$ cat src/rtl/nn_pkg.sv
// Shared constants and types for the fully-connected layer datapath.
package nn_pkg;

   localparam int DATA_W     = 16;
   localparam int FRAC_W     = 8;
   localparam int MAC_ACC_W  = 42;

   localparam int L1_TERMS   = 784;
   localparam int L1_NEURONS = 200;
   localparam int L2_TERMS   = 200;
   localparam int L2_NEURONS = 10;

   typedef enum logic [1:0] {
      MAC_IDLE,
      MAC_ACCUM,
      MAC_DRAIN,
      MAC_DONE
   } mac_state_e;

endpackage

$ cat src/rtl/mac_sat_scale.sv
// Combinational shift/saturate from accumulator width to DATA_W.
// Define MAC_ACCUM_ROUND_EN to round half up instead of truncating toward -inf.
module mac_sat_scale #(
   parameter int ACC_W  = nn_pkg::MAC_ACC_W,
   parameter int DATA_W = nn_pkg::DATA_W,
   parameter int FRAC_W = nn_pkg::FRAC_W
) (
   input  logic signed [ACC_W-1:0]  acc_i,
   output logic signed [DATA_W-1:0] value_o,
   output logic                     ovf_o
);

   // One guard bit keeps the rounding add from wrapping a near-max accumulator.
   localparam int EXT_W = ACC_W + 1;

   logic signed [EXT_W-1:0]      extAcc;
   logic signed [EXT_W-1:0]      shifted;
   logic        [EXT_W-DATA_W:0] upperBits;

   assign extAcc = {acc_i[ACC_W-1], acc_i};

`ifdef MAC_ACCUM_ROUND_EN
   localparam logic signed [EXT_W-1:0] HALF_LSB = EXT_W'(1) << (FRAC_W - 1);
   assign shifted = (extAcc + HALF_LSB) >>> FRAC_W;
`else
   assign shifted = extAcc >>> FRAC_W;
`endif

   // The value fits when every bit from the DATA_W sign bit upward agrees.
   assign upperBits = shifted[EXT_W-1:DATA_W-1];

   always_comb begin
      value_o = shifted[DATA_W-1:0];
      ovf_o   = 1'b0;
      if (!((upperBits == '0) || (&upperBits))) begin
         ovf_o   = 1'b1;
         value_o = shifted[EXT_W-1] ? {1'b1, {(DATA_W-1){1'b0}}}
                                    : {1'b0, {(DATA_W-1){1'b1}}};
      end
   end

endmodule

$ cat src/rtl/mac_accum.sv
// Streaming multiply-accumulate: N_TERMS (x, w) pairs in, one scaled saturated result out.
// Define MAC_ACCUM_ROUND_EN for round-half-up scaling; ports and latency are unchanged.
module mac_accum #(
   parameter int DATA_W  = nn_pkg::DATA_W,
   parameter int FRAC_W  = nn_pkg::FRAC_W,
   parameter int N_TERMS = nn_pkg::L1_TERMS,
   parameter int ACC_W   = nn_pkg::MAC_ACC_W
) (
   input  logic                     clk,
   input  logic                     reset,
   input  logic                     start,
   input  logic                     in_valid,
   output logic                     in_ready,
   input  logic signed [DATA_W-1:0] in_x,
   input  logic signed [DATA_W-1:0] in_w,
   output logic signed [DATA_W-1:0] result,
   output logic                     done,
   output logic                     ovf,
   output logic                     busy
);

   import nn_pkg::*;

   localparam int CNT_W  = (N_TERMS > 1) ? $clog2(N_TERMS) : 1;
   localparam int PROD_W = 2 * DATA_W;
   localparam logic [CNT_W-1:0] LAST_TERM = CNT_W'(N_TERMS - 1);

   mac_state_e               state_q, state_d;
   logic [CNT_W-1:0]         cnt_q, cnt_d;
   logic signed [PROD_W-1:0] prod_q, prod_d;
   logic                     pvalid_q, pvalid_d;
   logic signed [ACC_W-1:0]  acc_q, acc_d;
   logic signed [DATA_W-1:0] result_q, result_d;
   logic                     ovf_q, ovf_d;

   logic                     accept;
   logic signed [ACC_W-1:0]  prodExt;
   logic signed [DATA_W-1:0] scaledValue;
   logic                     scaledOvf;

   mac_sat_scale #(
      .ACC_W  (ACC_W),
      .DATA_W (DATA_W),
      .FRAC_W (FRAC_W)
   ) u_sat_scale (
      .acc_i   (acc_q),
      .value_o (scaledValue),
      .ovf_o   (scaledOvf)
   );

   // A start in the same cycle wins over a pair, so nothing is accepted into a sum being cleared.
   assign in_ready = (state_q == MAC_ACCUM) && !start;
   assign accept   = in_valid && in_ready;
   assign busy     = (state_q == MAC_ACCUM) || (state_q == MAC_DRAIN);
   assign done     = (state_q == MAC_DONE);
   assign result   = result_q;
   assign ovf      = ovf_q;
   assign prodExt  = {{(ACC_W-PROD_W){prod_q[PROD_W-1]}}, prod_q};

   always_comb begin
      state_d  = state_q;
      cnt_d    = cnt_q;
      prod_d   = prod_q;
      pvalid_d = 1'b0;
      acc_d    = acc_q;
      result_d = result_q;
      ovf_d    = ovf_q;

      if (start) begin
         state_d = MAC_ACCUM;
         cnt_d   = '0;
         acc_d   = '0;
      end else begin
         if (pvalid_q) begin
            acc_d = acc_q + prodExt;
         end
         if (accept) begin
            prod_d   = PROD_W'(in_x) * PROD_W'(in_w);
            pvalid_d = 1'b1;
            if (cnt_q == LAST_TERM) begin
               cnt_d   = '0;
               state_d = MAC_DRAIN;
            end else begin
               cnt_d = cnt_q + 1'b1;
            end
         end
         // DRAIN waits for the last product to land in acc before the result is captured.
         case (state_q)
            MAC_DRAIN: begin
               if (!pvalid_q) begin
                  state_d  = MAC_DONE;
                  result_d = scaledValue;
                  ovf_d    = scaledOvf;
               end
            end
            MAC_DONE: state_d = MAC_IDLE;
            default: ;
         endcase
      end
   end

   always_ff @(posedge clk or posedge reset) begin
      if (reset) begin
         state_q  <= MAC_IDLE;
         cnt_q    <= '0;
         prod_q   <= '0;
         pvalid_q <= 1'b0;
         acc_q    <= '0;
         result_q <= '0;
         ovf_q    <= 1'b0;
      end else begin
         state_q  <= state_d;
         cnt_q    <= cnt_d;
         prod_q   <= prod_d;
         pvalid_q <= pvalid_d;
         acc_q    <= acc_d;
         result_q <= result_d;
         ovf_q    <= ovf_d;
      end
   end

endmodule

$ cat config.mk
export PLATFORM = sky130hd
export DESIGN_NAME = mac_accum
export DESIGN_NICKNAME = d
export VERILOG_FILES = /design/src/rtl/nn_pkg.sv /design/src/rtl/mac_sat_scale.sv /design/src/rtl/mac_accum.sv
export SDC_FILE = /design/constraint.sdc
export NUM_CORES = 1
export LEC_CHECK = 0
export ABC_CLOCK_PERIOD_IN_PS = 4600
export CAP_MARGIN = 0
export CORE_ASPECT_RATIO = 0.8
export CORE_MARGIN = 1
export CORE_UTILIZATION = 35
export CTS_CLUSTER_SIZE = 10
export DETAILED_ROUTE_END_ITERATION = 8
export PLACE_DENSITY_LB_ADDON = 0.12
export SLEW_MARGIN = 20
export SYNTH_ARGS = -nofsm -noshare
export SYNTH_HDL_FRONTEND = slang
export SYNTH_SLANG_ARGS = --single-unit
$ cat constraint.sdc
create_clock -name clk -period 4.6 [get_ports clk]
set_clock_uncertainty 0.2 [all_clocks]
set_input_delay 0.69 -clock clk [delete_from_list [all_inputs] [get_ports clk]]
set_output_delay 0.69 -clock clk [all_outputs]
set_load 0.005 [all_outputs]
# Word-level counts from Yosys, hierarchy flattened
# Cells that the tools add are included.
[op_classes]
n_addsub = 2
n_mul = 1
div_mod_pow = 0
order_cmp = 0
eq_ne = 4
shifts = 0
muxes = 15
bitwise_logic = 2
reduce_logical = 11
[op_table]
columns = ["cell", "n"]
rows = [
  ["$mux 42", 2],
  ["$add 42x32->42", 1],
  ["$mul 16x16->32", 1],
  ["$mux 16", 2],
  ["$mux 10", 3],
  ["$logic_not 28->1", 1],
  ["$reduce_and 19->1", 1],
  ["$add 10x1->10 const B", 1],
  ["$eq 10x10->1 const B", 1],
  ["$mux 2", 4],
  ["$eq 2x2->1 const B", 2],
  ["$pmux 2 s2", 1],
  ["$reduce_bool 2->1", 2],
  ["$mux 1", 3],
  ["$reduce_and 3->1", 1],
  ["$eq 2x1->1 const B", 1],
  ["$logic_and 1x1->1", 2],
  ["$logic_or 1x1->1", 2],
  ["$not 1->1", 2],
  ["$reduce_and 2->1", 1],
  ["$logic_not 1->1", 1],
]
[word_totals]
ff_bits = 104
latchBits = 0
ramBits = 0
mem_bits_ro = 0
in_bits = 36
output_inout_bits = 20
word_cells = 42
n_memories = 0

# Depth between registers and ports, before layout
# Gate-level depths: netlist of run 1.
[depth]
depth_word = 7
ltp_mapped = 24

# By module
# A second synthesis of run 1 with hierarchy kept.
[hier_totals]
cells_unflattened = 1786
hier_area_um2 = 16360.7
[by_module_without_submodules]
columns = ["module", "instances", "cells_each", "area_per_inst_um2", "seq_area_each_um2"]
rows = [
  ["mac_accum", 1, 1752, 16095.4, 2602.5],
  ["mac_sat_scale", 1, 34, 265.3, 0.0],
]

# Worst setup path before layout of run 1
# Ideal clock, no wire load.
[synth_path]
path_kind = "in2reg"
start = "input in_x[15]"
end = "register prod_q[31]"
setup_ns = 0.131
arrival_ns = 6.260
required_ns = 4.269
path_slack_ns = -1.991
cell_stages = 21
n_path_buf = 1
path_cell_list = "clkbuf_1 -> nand2_1 -> inv_1 -> fa_1 -> fa_1 -> fa_1 -> fa_1 -> fa_1 -> inv_1 -> fa_1 -> inv_1 -> ha_1 -> a21o_1 -> a21o_1 -> a21oi_1 -> o32ai_1 -> a311oi_2 -> nor3_2 -> a2111oi_4 -> a2111o_1 -> o211ai_1"
[synth_between]
elab_chain_len = 1
[synth_rtl]
columns = ["element", "line", "text"]
rows = [
  ["start: declaration", "mac_accum.sv:14", "input logic signed [DATA_W-1:0] in_x,"],
  ["$mul 16x16->32", "mac_accum.sv:78", "prod_d = PROD_W'(in_x) * PROD_W'(in_w);"],
  ["end signal: assignment", "mac_accum.sv:114", "prod_q <= prod_d;"],
  ["end: declaration", "mac_accum.sv:30", "logic signed [PROD_W-1:0] prod_q, prod_d;"],
]
# No other way between the ends.
# A chain may end at the register's enable or synchronous reset.

# Worst setup path in the final report of run 1
[layout_path]
start = "input in_w[4]"
end = "register prod_q[30]"
[layout_between]
elab_chain_len = 1
[layout_rtl]
columns = ["element", "line", "text"]
rows = [
  ["start: declaration", "mac_accum.sv:15", "input logic signed [DATA_W-1:0] in_w,"],
  ["$mul 16x16->32", "mac_accum.sv:78", ""],
]
# No other way between the ends.

==> reports/results.ini, run 1 <==
[layout]
finalNetCount = 2523
drive_gt1_share_pct = 24.0
layout.cells.most_common_list = 291 x inv_1, 240 x fa_1, 198 x nand2_1, 179 x buf_4, 110 x ha_1
stdcell_count = 2713
antennaDiodeCount = 0
syn2layout_area_growth_pct = 27.1
final_common_cell = inv_1

[cts]
cts.clk_slew.worst_paths_ns = 0.08
cts_tree = built
clk-insertion-delay-late_ns = 0.38
cts-root-buf = clkbuf_16
cts_made_buffers = 9
ctsHoldBuffers = 0
htreeDepth = 3
clock-sinks = 104
clockBufferDepth = 2

[timing]
clock.fmax_ghz = 0.163
fin_ws_ns = -1.54
tightestPinTransition_ns = 0.945
fin_crit_ns = 6.14
max_slew_margin_pct = 36.7
finalCritPeriodShare_pct = 133
hold_viol_final = 0
slew_viol_final = 0
final-setup-viol-count = 23
grt_setup_unrepaired = yes

[detailed_routing]
ant_nets = 0
viasPerCell = 4.87
wire_per_inst_um = 15.5
vias = 13200
first_iter_violations = 556
postRouteWirelength_um = 42000
dr.pass1.iters = 5
drc = 0

[die]
dieArea_mm2 = 0.0479
row_count = 70
ios = 56
die_w_um = 244
core_mm2 = 0.0461
start_util_pct = 35.7
die_h_um = 196

[setup_path]
end_kind = flip-flop
worstPathArrival_ns = 6.17
crit_type = input pin to flip-flop
crit_fanout = 5
critPathLaunchType = input pin
cp_data_required_time_ns = 4.63

[placed_design]
placedCellCount = 2619
dp_hpwl_um = 33200
gp_congestion = 0.858
portBuffers = 55

[grt]
grt_usage_pct = 19.0
use_met2_pct = 31.9
overflow = 0
grt_pass1_wl_um = 73100
grtUsageMet1_pct = 26.5
grt_pass1_vias = 14600
antenna_found_initial = 1
grt_max_degree = 58
busiest_layer = met2
grtUsageMet3_pct = 2.75

[logic_synthesis]
yosysSeqAreaShare_pct = 15.8
synth_warnings = 0
syn_area_per_cell_um2 = 8.97
synth-seq-cells = 104
syn_area_mm2 = 0.0165
ys_types = 77
postSynth.asyncResetShare_pct = 100
synth_fp_nets = 2262
synth_cells = 1835
ys.flop_type = dfrtp_1
synth_edf_count = 0

[hold_path]
hp-class = flip-flop to flip-flop

[job]
drv_cap = 0

[run_status]
outcome = complete, but fails checks
failed_checks = setup timing

## final cells by class
cell class	count	area, µm²
clock buffers	9	225
clock inverters	7	76.3
fillers	4524	25200
inverters	323	1220
multi-input cells	1341	13100
flip-flops and latches	104	2600
well taps	612	766
repair buffers	317	2910
## sequential cells by signal, indices dropped and copies added, names as in the netlist
register and flops:
acc_q 42, cnt_q 10, ovf 1, prod_q 32, pvalid_q 1, result 16, state_q 2
## metrics by stage
step | TNS, ns | util (%) | hold WS, ns | area [µm²] | setup slack [ns]
3_5_place_dp | -47.42 | 41.8 | 0.268 | 19300 | -2.43
4_1_cts | -26.29 | 45.0 | 0.285 | 20700 | -1.52
6_report | -25.92 | 45.4 | 0.280 | 20900 | -1.54
3_3_place_gp | -47.26 | 41.8 | 0.270 | 19300 | -2.38
5_1_grt | -30.35 | 45.4 | 0.327 | 20900 | -1.76
2_1_floorplan | -22.23 | - | 0.245 | 16900 | -1.44
## Yosys cell counts, drive strengths merged (3+ instances only)
cell type	instances	area share [%]
inv	322	7.3
nor4	7	0.27
nand2b	11	0.42
o211ai	7	0.32
a311oi	4	0.25
clkbuf	55	1.3
nand3	24	0.73
nor3	19	0.61
fa	263	32
xor2	24	1.3
a31oi	13	0.59
xnor2	42	2.2
nor2	97	2.2
a211oi	16	0.79
a21o	50	2.3
mux2	3	0.21
o21ai	68	2.2
and3	17	0.65
nor3b	4	0.21
nand4	16	0.65
o41ai	4	0.35
dfrtp	104	16
o21a	13	0.59
o311ai	3	0.16
buf	12	0.36
a311o	4	0.24
o22ai	6	0.27
nand3b	4	0.18
nand2	222	5.1
nor2b	8	0.30
o21bai	7	0.32
and2	117	4.4
mux2i	17	1.0
ha	128	9.7
or3	7	0.27
a21oi	89	2.7
## cells by family after synthesis
kind of cell    synth area share [%]
compound gates                  12.2
xor+xnor                        3.51
fa+ha+maj                       41.7
buf+inv                         8.98
flops                           15.8
mux                             1.24
simple gates                    16.5
## layer usage
layer	routed length, µm	share of wire (%)
met1	20200	48
met2	20100	48
met3	1290	3.1
met4	484	1.2
met5	0	0
## critical path: stages
cell     delay, ns
buf_8         0.11
buf_8         0.13
and2_4        0.14
fa_1          0.54
inv_2         0.04
fa_2          0.43
fa_1          0.56
inv_2         0.04
fa_1          0.49
fa_1          0.53
inv_2         0.04
fa_1          0.51
inv_2         0.05
ha_4          0.25
buf_4         0.10
and3_4        0.17
nand2_1       0.06
a21o_1        0.20
a21oi_4       0.16
o41ai_4       0.13
o311a_4       0.34
o41ai_2       0.23
xnor2_1       0.16
o21ai_1       0.07
## repair_timing
| action | in CTS | in global routing |
|---|---|---|
| gates cloned | 5 | 0 |
| setup buffers | 73 | 15 |
| resized for setup | 316 | 61 |
| endpoints found under the setup margin | 26 | 25 |
| pin swaps | 107 | 54 |
## worst paths after layout
kind                       startpoint         end  slack, ns  depth (start not counted)
max reg2reg                 prod_q[0]   acc_q[30]       1.07                         11
max in group asynchronous       reset   acc_q[31]       2.84                          3
min                         prod_q[0]   prod_q[0]       0.28                          2
max                           in_w[4]  prod_q[30]      -1.54                         24
min in group asynchronous       reset   result[2]       0.56                          2
min reg2reg                 prod_q[0]   prod_q[0]       0.28                          2
Power of run 1 is not shown: default switching activity piles up to over one toggle a cycle in this logic, so the estimate is an artifact.
==> run 2: changes to the inputs <==
Settings changed: TNS_END_PERCENT set to 5.
==> reports/results.ini, run 2 (synthesized netlist as in run 1, its figures left out) <==
[run_status]
outcome = complete, but fails checks  ; unchanged
failed_checks = setup timing  ; unchanged

[detailed_routing]
postRouteWirelength_um = 39100  ; was 42,000 µm
vias = 12900  ; was 13,200
viasPerCell = 4.91  ; was 4.87
route.met2.wl_um = 18900  ; was 20,100 µm
dr.pass1.iters = 5  ; unchanged
wl_met3_um = 1110  ; was 1290 µm
drc = 0  ; unchanged
first_iter_violations = 529  ; was 556
top_layer_used = met4  ; unchanged
wire_per_inst_um = 14.9  ; was 15.5 µm
ant_nets = 0  ; unchanged
wl_met1_um = 18800  ; was 20,200 µm

[timing]
clock.fmax_ghz = 0.153  ; was 0.163 GHz
tightestPinTransition_ns = 0.947  ; was 0.945 ns
final-setup-viol-count = 26  ; was 23
max_slew_margin_pct = 36.7  ; about the same
tns_ns = -32.92  ; was -25.92 ns
grt_setup_unrepaired = yes  ; unchanged
fin_crit_ns = 6.53  ; was 6.14 ns
finalCritPeriodShare_pct = 142  ; was 133%
holdWs_ns = 0.292  ; was 0.280 ns
slew_viol_final = 0  ; unchanged
fin_ws_ns = -1.93  ; was -1.54 ns
hold_viol_final = 0  ; unchanged

[setup_path]
timing.rr.start = prod_q[0]  ; unchanged
critPathLaunchType = input pin  ; unchanged
end_kind = flip-flop  ; unchanged
timing.rr.end = acc_q[30]  ; unchanged
rrSetupSlack_ns = 1.06  ; was 1.07 ns
r2r_cells = 11  ; unchanged
crit_fanout = 16  ; was 5
worstPathArrival_ns = 6.56  ; was 6.17 ns
cp_data_required_time_ns = 4.63  ; about the same
crit_type = input pin to flip-flop  ; unchanged

[die]
dieArea_mm2 = 0.0479  ; unchanged
die_h_um = 196  ; unchanged
row_count = 70  ; unchanged
ios = 56  ; unchanged
core_mm2 = 0.0461  ; unchanged
start_util_pct = 35.7  ; unchanged
die_w_um = 244  ; unchanged

[job]
drv_cap = 0  ; unchanged

[placed_design]
dpl_cell_area_mm2 = 0.0191  ; was 0.0193 mm²
dp_hpwl_um = 32800  ; was 33,200 µm
portBuffers = 55  ; unchanged
gp_congestion = 0.842  ; was 0.858

[layout]
syn2layout_area_growth_pct = 19.4  ; was 27.1%
regMostFlops = acc_q  ; unchanged
drive_gt1_share_pct = 13.5  ; was 24.0%
antennaDiodeCount = 0  ; unchanged
final_common_cell = inv_1  ; unchanged
final_cell_area_mm2 = 0.0197  ; was 0.0209 mm²
layout.cells.most_common_list = 321 x inv_1, 256 x fa_1, 218 x nand2_1, 159 x buf_4, 116 x ha_1  ; was 291 x inv_1, 240 x fa_1, 198 x nand2_1, 179 x buf_4, 110 x ha_1
finalNetCount = 2438  ; was 2,523
largest_register_ff_count = 42  ; unchanged

[hold_path]
hold-path-endpoint = cnt_q[9]  ; was prod_q[0]
hp-start = cnt_q[9]  ; was prod_q[0]
hold_depth = 1  ; was 2
hp-class = flip-flop to flip-flop  ; unchanged

[grt]
antenna_found_initial = 0  ; was 1
grt_usage_pct = 17.6  ; was 19.0%
grt_pass1_wl_um = 68900  ; was 73,100 µm
grt_max_degree = 58  ; unchanged
overflow = 0  ; unchanged
grt_pass1_vias = 14000  ; was 14,600

[cts]
clock-sinks = 104  ; unchanged
cts_tree = built  ; unchanged
clk-insertion-delay-late_ns = 0.37  ; was 0.38 ns
clockBufferDepth = 2  ; unchanged
htreeDepth = 3  ; unchanged
ctsHoldBuffers = 0  ; unchanged
cts_made_buffers = 9  ; unchanged
cts.clk_slew.worst_paths_ns = 0.07  ; was 0.08 ns
cts-root-buf = clkbuf_16  ; unchanged

-- run 2: worst max-delay path: stages --
cell and delay, ns:
clkdlybuf4s50_1 0.46, buf_12 0.18, and2_4 0.16, fa_1 0.52
inv_1 0.05, fa_2 0.58, fa_2 0.43, inv_1 0.08
fa_2 0.45, fa_1 0.49, inv_1 0.05, fa_1 0.47
inv_1 0.06, ha_4 0.28, nand2_1 0.05, o21a_1 0.22
a21o_1 0.17, a21oi_2 0.15, o41ai_2 0.08, buf_4 0.16
o311a_4 0.34, o41ai_4 0.22, xnor2_1 0.15, o21ai_1 0.07
-- run 2: per-layer routing --
metal,up-vias,GRT usage [%]
li1,6205,-
met1,6511,24.3
met2,155,30.4
met3,32,2.22
met4,0,2.29
met5,-,0
-- run 2: through the flow --
step                      util [%]  setup slack [ns]  cells
after global routing          42.7             -2.12   2628
after detailed placement      41.4             -2.44   2612
final                         42.7             -1.93   2628
after global placement        41.4             -2.42   2612
after floorplan                  -             -1.51   1835
after CTS                     42.5             -1.91   2628
-- run 2: how the worst max path moves through the flow --
stage              from         end  cells past startpoint
2_1_floorplan  in_x[13]  prod_q[30]                     23
3_3_place_gp    in_w[7]  prod_q[29]                     24
3_5_place_dp    in_w[7]  prod_q[29]                     24
4_1_cts         in_w[4]  prod_q[30]                     24
5_1_grt         in_w[3]  prod_q[31]                     22
6_report       in_x[12]  prod_q[30]                     24
-- run 2: cell type report --
cell class | count | area, µm²
clock inverter | 7 | 114
multi-input combinational | 1341 | 12700
inverter | 323 | 1210
clock buffer | 9 | 225
sequential | 104 | 2600
tap | 612 | 766
fill | 4649 | 26400
timing repair buffer | 232 | 2030
-- run 2: what timing repair did --
item / in CTS / in global routing
setup buffers: 0 / 0
cloned: 0 / 0
setup endpoints to repair: 26 / 26
pin swaps: 10 / 5
resized for setup: 41 / 17
Power of run 2 is left out for the same reason.
==> run 3: changes to the inputs <==
Settings changed: RECOVER_POWER set to 100.
==> reports/results.ini, run 3 (synthesized netlist as in run 1, its figures left out) <==
[layout]
fin_util_pct = 42.6  ; was 42.7%
syn2layout_area_growth_pct = 19.2  ; was 19.4%
n_fill_cell = 4655  ; was 4,649
final_common_cell = inv_1  ; unchanged
drive_gt1_share_pct = 13.1  ; was 13.5%
finalNetCount = 2438  ; unchanged
regMostFlops = acc_q  ; unchanged
largest_register_ff_count = 42  ; unchanged
layout.cells.most_common_list = 321 x inv_1, 256 x fa_1, 219 x nand2_1, 154 x buf_4, 116 x ha_1  ; was 321 x inv_1, 256 x fa_1, 218 x nand2_1, 159 x buf_4, 116 x ha_1

[die]
ios = 56  ; unchanged
dieArea_mm2 = 0.0479  ; unchanged
row_count = 70  ; unchanged
die_w_um = 244  ; unchanged
die_h_um = 196  ; unchanged
start_util_pct = 35.7  ; unchanged
core_mm2 = 0.0461  ; unchanged

[timing]
max_slew_margin_pct = -56.7  ; was 36.7%
tns_ns = -33.50  ; was -32.92 ns
final-setup-viol-count = 26  ; unchanged
hold_viol_final = 0  ; unchanged
grt_setup_unrepaired = yes  ; unchanged
fin_ws_ns = -1.92  ; was -1.93 ns
holdWs_ns = 0.292  ; about the same
tightestPinTransition_ns = 2.34  ; was 0.947 ns
slew_viol_final = 80  ; was 0
finalCritPeriodShare_pct = 142  ; about the same
clock.fmax_ghz = 0.153  ; about the same
fin_crit_ns = 6.52  ; was 6.53 ns

[grt]
grt_pass1_wl_um = 68900  ; unchanged
grt_max_degree = 58  ; unchanged
grt_usage_pct = 17.6  ; unchanged
overflow = 0  ; unchanged
grt_pass1_vias = 14000  ; unchanged
antenna_found_initial = 0  ; unchanged

[setup_path]
cp_cell_sequence = clkdlybuf4s50_1, buf_12, and2_4, fa_1, inv_1, fa_2, fa_2, inv_1, fa_2, fa_1, inv_1, fa_1, inv_1, ha_4, nand2_1, o21a_1, a21o_1, a21oi_2, o41ai_2, buf_4, o311a_4, o41ai_4, xnor2_1, o21ai_1  ; unchanged
crit_fanout = 16  ; unchanged
crit_family = adder cells  ; unchanged
worstPathArrival_ns = 6.56  ; about the same
slowest_delay_ns = 0.58  ; about the same
crit_path_end = prod_q[30]  ; unchanged
slowest_stage = fa_2  ; unchanged
crit_start = in_x[12]  ; unchanged
crit_type = input pin to flip-flop  ; unchanged
crit_buf_inv = 7  ; unchanged
cp_num_cells = 24  ; unchanged
rrSetupSlack_ns = 0.94  ; was 1.06 ns
timing.rr.end = acc_q[35]  ; was acc_q[30]
end_kind = flip-flop  ; unchanged
critPathLaunchType = input pin  ; unchanged
r2r_cells = 10  ; was 11
cp_data_required_time_ns = 4.63  ; about the same
timing.rr.start = acc_q[16]  ; was prod_q[0]
cp_common_cell = inv_1  ; unchanged

[cts]
clockBufferDepth = 2  ; unchanged
clock-sinks = 104  ; unchanged
clk-insertion-delay-late_ns = 0.37  ; about the same
htreeDepth = 3  ; unchanged
cts_made_buffers = 9  ; unchanged
cts-root-buf = clkbuf_16  ; unchanged
cts_tree = built  ; unchanged
cts.clk_slew.worst_paths_ns = 0.07  ; about the same
ctsHoldBuffers = 0  ; unchanged

[placed_design]
dpl_worst_slack_ns = -2.44  ; unchanged
gp_congestion = 0.842  ; unchanged
dp_hpwl_um = 32800  ; unchanged
portBuffers = 55  ; unchanged

[detailed_routing]
postRouteWirelength_um = 39100  ; about the same
dr.pass1.iters = 5  ; unchanged
first_iter_violations = 500  ; was 529
viasPerCell = 4.89  ; was 4.91
ant_nets = 0  ; unchanged
vias = 12900  ; about the same
drc = 0  ; unchanged
wire_per_inst_um = 14.9  ; about the same

[run_status]
outcome = complete, but fails checks  ; unchanged
failed_checks = capacitance limit, slew limit, setup timing  ; was setup timing

[job]
drv_cap = 2  ; was 0

[hold_path]
hp-class = flip-flop to flip-flop  ; unchanged

run 3: area by class of cell:
class | count | area, µm² | area share (%)
repair buffers | 232 | 1990 | 10.2
well taps | 612 | 766 | 3.90
clock inverters | 7 | 114 | 0.581
flip-flops and latches | 104 | 2600 | 13.3
inverters | 323 | 1210 | 6.19
clock buffers | 9 | 225 | 1.15
multi-input cells | 1341 | 12700 | 64.7
diodes | 1 | 2.50 | 0.0128
run 3: per-layer routing:
layer	part of all wire [%]	up-vias	track usage, %
met1	48	6493	24.3
li1	-	6208	-
met2	48	137	30.4
met3	2.6	28	2.22
met4	0.89	0	2.29
met5	0	-	0
run 3: timing repair:
item                       in CTS  in global routing
setup buffers                   0                  0
setup endpoints to repair      26                 26
resized for setup              41                 17
pin swaps                      10                  5
run 3: through the flow:
step,area (µm²),std cells
after floorplan,16600,1835
after global placement,19100,2612
after detailed placement,19100,2612
after CTS,19600,2628
after global routing,19600,2628
final,19600,2629
run 3: worst min path at each step:
stage,start,to,slack (ns),depth (start not counted)
floorplan,prod_q[0],prod_q[0],0.25,2
global placement,prod_q[0],prod_q[0],0.27,2
detailed placement,prod_q[0],prod_q[0],0.28,2
CTS,cnt_q[9],cnt_q[9],0.30,1
global route,prod_q[27],prod_q[27],0.33,2
finish,cnt_q[9],cnt_q[9],0.29,1
Power of run 3 is left out for the same reason.
